$ cat src/rtl/free_list_pkg.sv
// Shared configuration for the physical-register free list: depth, pointer
// width, architectural register count and the reset fill count.
package free_list_pkg;

  localparam int unsigned PROJ_LOG_PHYS      = 6;
  localparam int unsigned PROJ_NUM_PHYS_REGS = 64;
  localparam int unsigned PROJ_NUM_ARCH_REGS = 32;

  // Pointers carry one extra wrap bit above the index.
  localparam int unsigned PTR_W      = PROJ_LOG_PHYS + 1;
  // Registers free at reset: everything not mapped to an architectural reg.
  localparam int unsigned RESET_FILL = PROJ_NUM_PHYS_REGS - PROJ_NUM_ARCH_REGS;

  typedef logic [PTR_W-1:0]         ptr_t;
  typedef logic [PROJ_LOG_PHYS-1:0] preg_t;

endpackage

$ cat src/rtl/free_list_bitmap.sv
// Per-physical-register "currently free" bitmap used to catch double frees.
// Registers above the architectural range start out free; reg 0 never is.
module free_list_bitmap
  import free_list_pkg::*;
(
  input  logic                     CLK,
  input  logic                     RESET,
  input  logic                     set_en,
  input  logic [PROJ_LOG_PHYS-1:0] set_reg,
  input  logic                     clr_en,
  input  logic [PROJ_LOG_PHYS-1:0] clr_reg,
  input  logic [PROJ_LOG_PHYS-1:0] query_reg,
  output logic                     query_hit
);

  localparam logic [PROJ_NUM_PHYS_REGS-1:0] RST_MAP =
    {{RESET_FILL{1'b1}}, {PROJ_NUM_ARCH_REGS{1'b0}}};

  logic [PROJ_NUM_PHYS_REGS-1:0] bits_q;

  // Clear on commit of an allocation, set on an accepted free.
  always_ff @(posedge CLK or posedge RESET) begin
    if (RESET) begin
      bits_q <= RST_MAP;
    end else begin
      if (clr_en) bits_q[clr_reg] <= 1'b0;
      if (set_en) bits_q[set_reg] <= 1'b1;
    end
  end

  assign query_hit = bits_q[query_reg];

endmodule

$ cat src/rtl/free_list.sv
// Circular free list of physical registers for rename. Head pops to rename,
// tail takes retired stale registers, committed head supports flush recovery.
// Optional build macro FREE_LIST_DOUBLE_FREE_CHECK_EN adds a double-free
// bitmap and the sticky Double_free_err output.
module free_list
  import free_list_pkg::*;
(
  input  logic                     CLK,
  input  logic                     RESET,
  input  logic                     Grabbed_regs,
  output logic [PROJ_LOG_PHYS-1:0] Free_phys_reg,
  output logic                     Free_reg_avail,
  output logic [PROJ_LOG_PHYS:0]   Free_count,
  input  logic                     Retire_free_valid,
  input  logic [PROJ_LOG_PHYS-1:0] Retire_free_reg,
  input  logic                     Commit_alloc,
  input  logic                     Flush,
  output logic                     Overflow_err
`ifdef FREE_LIST_DOUBLE_FREE_CHECK_EN
  ,
  output logic                     Double_free_err
`endif
);

  ptr_t  head_q, tail_q, chead_q;
  preg_t mem_q [PROJ_NUM_PHYS_REGS];

  ptr_t  count_c, chead_nxt_c, head_nxt_c, tail_nxt_c;
  logic  full_c, push_req_c, push_ok_c, pop_ok_c, commit_ok_c, dbl_hit_c;

  // Occupancy and head-entry outputs derive only from registered state.
  assign count_c        = tail_q - head_q;
  assign full_c         = (count_c == PTR_W'(PROJ_NUM_PHYS_REGS));
  assign Free_count     = count_c;
  assign Free_reg_avail = (count_c != '0);
  assign Free_phys_reg  = mem_q[head_q[PROJ_LOG_PHYS-1:0]];

  // Accept/ignore decisions for this cycle's requests.
  assign push_req_c  = Retire_free_valid && (Retire_free_reg != '0);
  assign push_ok_c   = push_req_c && !full_c && !dbl_hit_c;
  assign pop_ok_c    = Grabbed_regs && Free_reg_avail && !Flush;
  assign commit_ok_c = Commit_alloc && (chead_q != head_q);

  // Next pointers; flush restores head to the (possibly advanced) commit point.
  assign chead_nxt_c = chead_q + PTR_W'(commit_ok_c);
  assign head_nxt_c  = Flush ? chead_nxt_c : (head_q + PTR_W'(pop_ok_c));
  assign tail_nxt_c  = tail_q + PTR_W'(push_ok_c);

`ifdef FREE_LIST_DOUBLE_FREE_CHECK_EN
  free_list_bitmap u_bitmap (
    .CLK       (CLK),
    .RESET     (RESET),
    .set_en    (push_ok_c),
    .set_reg   (Retire_free_reg),
    .clr_en    (commit_ok_c),
    .clr_reg   (mem_q[chead_q[PROJ_LOG_PHYS-1:0]]),
    .query_reg (Retire_free_reg),
    .query_hit (dbl_hit_c)
  );

  // Sticky flag for a free of a register that is already on the list.
  always_ff @(posedge CLK or posedge RESET) begin
    if (RESET) Double_free_err <= 1'b0;
    else if (push_req_c && dbl_hit_c) Double_free_err <= 1'b1;
  end
`else
  assign dbl_hit_c = 1'b0;
`endif

  // Pointer update and sticky overflow flag.
  always_ff @(posedge CLK or posedge RESET) begin
    if (RESET) begin
      head_q       <= '0;
      chead_q      <= '0;
      tail_q       <= PTR_W'(RESET_FILL);
      Overflow_err <= 1'b0;
    end else begin
      head_q  <= head_nxt_c;
      chead_q <= chead_nxt_c;
      tail_q  <= tail_nxt_c;
      if (push_req_c && full_c) Overflow_err <= 1'b1;
    end
  end

  // Entry storage: reset preloads the non-architectural registers in order.
  always_ff @(posedge CLK or posedge RESET) begin
    if (RESET) begin
      for (int unsigned i = 0; i < PROJ_NUM_PHYS_REGS; i++) begin
        mem_q[PROJ_LOG_PHYS'(i)] <= (i < RESET_FILL) ?
                                    PROJ_LOG_PHYS'(PROJ_NUM_ARCH_REGS + i) : '0;
      end
    end else if (push_ok_c) begin
      mem_q[tail_q[PROJ_LOG_PHYS-1:0]] <= Retire_free_reg;
    end
  end

endmodule
$ cat config.mk
export PLATFORM = sky130hd
export DESIGN_NAME = free_list
export DESIGN_NICKNAME = d
export VERILOG_FILES = /design/src/rtl/free_list_pkg.sv /design/src/rtl/free_list_bitmap.sv /design/src/rtl/free_list.sv
export SDC_FILE = /design/constraint.sdc
export NUM_CORES = 1
export LEC_CHECK = 0
export ABC_AREA = 1
export CAP_MARGIN = 20
export CORE_ASPECT_RATIO = 2
export CORE_MARGIN = 4
export CORE_UTILIZATION = 55
export DETAILED_ROUTE_END_ITERATION = 8
export GPL_ROUTABILITY_DRIVEN = 1
export PLACE_DENSITY = 0.79
export SYNTH_ARGS = -nofsm -noshare
export SYNTH_HDL_FRONTEND = slang
export SYNTH_HIERARCHICAL = 1
export SYNTH_SLANG_ARGS = --single-unit
$ cat constraint.sdc
create_clock -name CLK -period 18.4 [get_ports CLK]
set_input_delay 2.76 -clock CLK [delete_from_list [all_inputs] [get_ports CLK]]
set_output_delay 2.76 -clock CLK [all_outputs]
set_load 0.1 [all_outputs]
==> flow_summary.json, run 1 <==
{
  "placed_area_um2": 21860,
  "area_growth_pct": 6.542,
  "grt_max_degree": 205,
  "final_area_um2": 23110,
  "cts_buffers": 37,
  "ff_latch_area_um2": 10310,
  "seq_power_share_pct": 36.2,
  "ys_seq_area_share_pct": 47.49,
  "yosys_register_bits": 406,
  "ant_nets": 0,
  "yosysUniqueCellTypes": 30,
  "place.gp.congestion": 0.9483,
  "yosys.area.top_type": "dfrtp_1",
  "dr_total_vias": 20630,
  "htreeDepth": 2,
  "cts.sinks": 406,
  "finalSetupTns_ns": 0,
  "fmax_mhz": 127.9,
  "clockRootBuffer": "clkbuf_16",
  "share_comb_of_total_power_pct": 45.3,
  "initial_utilization_pct": 55.90,
  "max-cap-violations": 0,
  "synth_edf_count": 0,
  "slew_headroom_pct": 26.47,
  "grt_pass1_wl_um": 106700,
  "portBuffers": 26,
  "cp.arrival_ns": 5.06,
  "rsz0062_at_grt": "no",
  "first_pass_iters": 6,
  "io_pins": 27,
  "cts-resized-gates": 0,
  "grt_overflow": 0,
  "clock_latency_ns": 0.55,
  "worstSetupPathType": "flip-flop to primary output",
  "postSynth.asyncResetShare_pct": 100.0,
  "syn_avg_cell_area_um2": 7.634,
  "viasPerCell": 6.328,
  "critPathRequiredTime_ns": 15.64,
  "syn-num-nets": 2866,
  "clk_pin_slew_ns": 0.07,
  "drc": 0,
  "ys_warn_count": 6,
  "synthTopCellsByArea": "dfrtp_1 (34%), nand2_1 (19%), dfstp_2 (14%)",
  "drive_above_1_share_pct": 8.504,
  "hold_violations": 0,
  "wl_per_cell_um": 20.73,
  "cts_setup_buffers": 0,
  "p_sw_share_pct": 47.28,
  "p_total_mw": 4.303,
  "place_ws_ns": 11.06,
  "holdBufCountCts": 0,
  "final.period_utilization_pct": 42.50,
  "skew_ns": 0.01768,
  "postSynthCellCount": 2841,
  "dieArea_um2": 42870,
  "die_h_um": 288.8,
  "track_usage_pct": 31.14,
  "synth.most_common_cell": "nand2_1",
  "worst_pin_slew_ns": 1.103,
  "setup_ws_ns": 10.58,
  "synth_top_area_share_pct": 33.80,
  "rows": 102,
  "cts_tree": "built",
  "p_int_mw": 2.268,
  "drtIter0Drc": 2047,
  "cp-start-kind": "flip-flop",
  "holdWs_ns": 0.4634,
  "cts.path.max_buffers": 3,
  "crit_fanout": 62,
  "multiInputGateArea_um2": 10280,
  "fillCellCount": 3478,
  "grt_pass1_vias": 20020,
  "power_switching_mw": 2.034,
  "grt_antenna_before_repair": 1,
  "synth_ff_type": "dfrtp_1",
  "die_x_um": 148.4,
  "period_minus_slack_ns": 7.821,
  "coreArea_um2": 38800,
  "slew_violations": 0,
  "hp-class": "flip-flop to flip-flop",
  "wirelength_um": 67610,
  "ys_top_cells_by_count": "nand2_1 (1,092), nand4_1 (387), dfrtp_1 (293)",
  "outcome": "finished clean",
  "power_density_nw_per_um2": 186.2,
  "p_clk_share_pct": 18.5,
  "ir_drop_v": 0.0002658,
  "syn_area_um2": 21690,
  "crit_path_end_kind": "primary output",
  "finalSetupViolations": 0,
  "nets": 2736,
  "hpwl_um": 40590,
  "p_leak_nw": 11.13
}
## kinds of logic (layout without fill, tap and decap cells)
| logic type | after synthesis | after routing | share of synthesized area (%) |
|---|---|---|---|
| flops | 406 | 406 | 47.49 |
| simple gates | 1987 | 1987 | 41.72 |
| xor+xnor | 18 | 18 | 0.7269 |
| buf+inv | 262 | 161 | 5.123 |
| compound gates | 155 | 155 | 4.153 |
| fa+ha+maj | 13 | 13 | 0.7845 |
| other cells | 0 | 1 | 0 |
## final cells by class
class / instances / area share [%]
Clock inverter: 9 / 0.4656
Antenna cell: 1 / 0.01083
Tap cell: 520 / 2.816
Timing Repair Buffer: 52 / 2.036
Sequential cell: 406 / 44.62
Multi-Input combinational cell: 2173 / 44.51
Clock buffer: 59 / 4.808
Inverter: 41 / 0.7418
## state kept, by name, indices dropped and copies added (netlist names)
name,count
tail_q,7
mem_q,384
head_q,7
Overflow_err,1
chead_q,7
## placed cells by master (no fill, tap or decap), types with 2 or more instances in the layout
cell,instances
nor2_1,219
buf_12,2
bufinv_16,2
clkinv_1,2
buf_4,23
o21ai_0,101
clkbuf_8,6
nand4_1,387
inv_8,3
clkinv_2,4
a21oi_1,3
a31oi_1,2
ha_1,12
dfrtp_1,290
nand3_4,21
dfstp_2,113
nand2_1,1092
o211ai_1,48
nand3_1,263
inv_1,31
dfrtp_4,2
clkbuf_16,39
inv_2,5
xor2_1,15
clkdlybuf4s50_1,20
clkbuf_1,14
nor4_1,2
buf_2,6
xnor2_1,3
## worst paths after layout
check | start | endpoint | slack (ns) | cells past startpoint
min reg2reg | mem_q[197] | mem_q[197] | 0.46 | 2
min in group asynchronous | RESET | chead_q[5] | 2.80 | 2
min | mem_q[197] | mem_q[197] | 0.46 | 2
max reg2reg | head_q[1] | mem_q[368] | 12.28 | 15
max | head_q[0] | Free_phys_reg[5] | 10.58 | 11
max in group asynchronous | RESET | mem_q[374] | 12.37 | 5
## per-layer routing
layer | track usage (%) | up-vias | routed length (um)
met3 | 4.664 | 309 | 5165
met5 | 0 | - | 0
met4 | 22.91 | 0 | 5560
met1 | 36.77 | 9846 | 23690
met2 | 51.35 | 1085 | 33190
li1 | - | 9394 | -
## worst max-delay path, stage by stage (launching register included)
cell	delay (ns)
dfrtp_4	0.73
inv_4	0.31
buf_4	0.53
buf_16	0.32
buf_4	0.51
o21ai_0	0.21
o211ai_1	0.13
nand3_1	0.22
nand2_1	0.15
nand2_1	0.05
nand3_1	0.14
clkdlybuf4s50_1	1.16
## through the flow
stage,utilization [%],std cells
after detailed placement,56.34,3191
after CTS,59.48,3259
after global placement,56.34,3191
after global routing,59.56,3260
after floorplan,-,2841
final,59.56,3261
## power by group through the flow
stage                     registers, mW  clock network, mW  logic [mW]
after detailed placement           1.56                  0        1.90
after global routing               1.59              0.839        2.11
final                              1.56              0.797        1.95
after global placement             1.55                  0        1.86
after CTS                          1.55              0.803        1.91
after floorplan                    1.45                  0        1.43
(Power assumes the default switching activity.)
==> inputs of run 2 (changes only) <==
--- a/config.mk
+++ b/config.mk
@@ -12,7 +12,7 @@
 export CORE_UTILIZATION = 55
 export DETAILED_ROUTE_END_ITERATION = 8
 export GPL_ROUTABILITY_DRIVEN = 1
-export PLACE_DENSITY = 0.79
+export PLACE_DENSITY = 0.82
 export SYNTH_ARGS = -nofsm -noshare
 export SYNTH_HDL_FRONTEND = slang
 export SYNTH_HIERARCHICAL = 1
==> constraint.sdc (replaced) <==
create_clock -name CLK -period 7.16 [get_ports CLK]
set_input_delay 1.074 -clock CLK [delete_from_list [all_inputs] [get_ports CLK]]
set_output_delay 1.074 -clock CLK [all_outputs]
set_load 0.1 [all_outputs]
==> run 2 against run 1 <==
Critical path depth fell by 2. Count of clock-buffer cells in the layout decreased by 6. Sequential power grew to 2.6 times the previous value. Via count about the same. Clock skew up 0.015 ns.
==> flow_summary.json, run 2 (synthesized netlist as in run 1, its figures left out) <==
{
  "io_pins": 27,
  "grt_pass1_vias": 20080,
  "top_layer_used": "met5",
  "crit_start": "head_q[0]",
  "grt_overflow": 0,
  "hold-path-cell-count": 2,
  "holdBufCountCts": 0,
  "worst_r2r_endpoint": "tail_q[6]",
  "cts_setup_buffers": 0,
  "critPathRequiredTime_ns": 6.09,
  "wl_met2_um": 32620,
  "slew_violations": 0,
  "dr_total_vias": 20640,
  "dieArea_um2": 42870,
  "htreeDepth": 2,
  "rr_startpoint": "head_q[1]",
  "worst_pin_slew_ns": 1.114,
  "max-cap-violations": 0,
  "final.period_utilization_pct": 79.56,
  "hpwl_um": 41040,
  "crit_fanout": 96,
  "cp.arrival_ns": 4.62,
  "r2r_setup_slack_ns": 2.95,
  "coreArea_um2": 38800,
  "r2r_cells": 16,
  "path_cells": "inv_4 -> buf_12 -> nor2_1 -> o211ai_1 -> nand3_1 -> nand2_1 -> nand2_1 -> nand3_1 -> clkdlybuf4s50_1",
  "ant_nets": 0,
  "grt_pass1_wl_um": 107400,
  "hold_violations": 0,
  "grt_max_degree": 144,
  "first_pass_iters": 7,
  "mostFrequentLayoutCells": "nand2_1 (1,092), nand4_1 (387), dfrtp_1 (290), nand3_1 (263), nor2_1 (219)",
  "finalSetupViolations": 0,
  "met3_length_um": 4960,
  "clock_latency_ns": 0.56,
  "track_usage_pct": 31.28,
  "slew_headroom_pct": 25.73,
  "clk_pin_slew_ns": 0.07,
  "grt_antenna_before_repair": 1,
  "largest-register": "mem_q",
  "ir_drop_v": 0.0008647,
  "die_h_um": 288.8,
  "cp-start-kind": "flip-flop",
  "drc": 0,
  "cts-resized-gates": 0,
  "skew_ns": 0.03301,
  "cts.path.max_buffers": 3,
  "max_stage_delay_ns": 1.15,
  "viasPerCell": 6.318,
  "cpMaxStageDelayCell": "clkdlybuf4s50_1",
  "crit_path_end_kind": "primary output",
  "ff_latch_area_um2": 10310,
  "initial_utilization_pct": 55.90,
  "nets": 2743,
  "finalSetupTns_ns": 0,
  "holdWs_ns": 0.4616,
  "fillCellCount": 3425,
  "rsz0062_at_grt": "no",
  "num_antenna_cells": 0,
  "worstSetupPathType": "flip-flop to primary output",
  "cts.sinks": 406,
  "drive_above_1_share_pct": 8.922,
  "die_x_um": 148.4,
  "place.gp.congestion": 0.9483,
  "drtIter0Drc": 2156,
  "area_growth_pct": 7.453,
  "rows": 102,
  "multiInputGateArea_um2": 10280,
  "endpoint": "Free_phys_reg[0]",
  "final_common_cell": "nand2_1",
  "power_density_nw_per_um2": 477.8,
  "hp-class": "flip-flop to flip-flop",
  "cts_tree": "built",
  "largest_register_ffs": 384,
  "cts_buffers": 37,
  "period_minus_slack_ns": 5.697,
  "wl_per_cell_um": 20.58,
  "outcome": "finished clean",
  "portBuffers": 26,
  "fmax_mhz": 175.5,
  "met1_length_um": 23770,
  "clockRootBuffer": "clkbuf_16",
  "p_leak_nw": 11.22,
  "wirelength_um": 67210
}
==> run 2: cell types whose count changed in the layout (fill, tap and decap cells not counted), moves of 2 or more <==
cell,before,now
bufinv_16,2,4
buf_12,2,8
clkinv_2,4,6
inv_8,3,1
clkbuf_1,14,8
clkinv_8,0,2
clkinvlp_4,1,3
==> run 2: area by class of cell <==
cell class                 count  share of cell area, %
tap                          520                  2.792
clock buffer                  53                  4.622
timing repair buffer          59                  2.652
inverter                      41                 0.7194
sequential                   406                  44.24
clock inverter                14                 0.8482
multi-input combinational   2173                  44.13
==> run 2: worst max-delay path, delay by kind of cell, from the launching register on <==
kind	cells	cell delay, ns
buf+inv	3	2.27
flops	1	0.80
simple gates	5	0.66
compound gates	1	0.20
==> run 2: report_power, final <==
part           internal, mW  switching [mW]
clock                  1.20           0.919
combinational          1.37            3.59
sequential             3.33           0.712
==> run 2: how the worst min path moves through the flow <==
stage                      end  slack [ns]       start
finish              mem_q[201]        0.46  mem_q[201]
global route        mem_q[195]        0.48  mem_q[195]
CTS                 mem_q[262]        0.46  mem_q[262]
detailed placement  mem_q[129]        0.45  mem_q[129]
global placement    mem_q[133]        0.45  mem_q[133]
floorplan             mem_q[0]        0.44    mem_q[0]
==> run 2: metal layers <==
metal | up-vias | global-route usage [%]
met5 | - | 0
met4 | 2 | 23.51
met3 | 325 | 4.414
met2 | 1026 | 51.73
met1 | 9843 | 36.76
li1 | 9439 | -
==> run 2: per-stage QoR <==
stage          total power [mW]  instances  instance area, um2  utilization, %  setup WS [ns]
6_report                  11.14       3266               23310           60.07          1.463
5_1_grt                   11.76       3266               23310           60.07          1.277
4_1_cts                   11.02       3263               23230           59.88          1.564
3_5_place_dp              8.903       3196               21960           56.59          2.140
3_3_place_gp              8.766       3196               21960           56.59          2.164
2_1_floorplan             7.423       2841               21690               -         0.7086
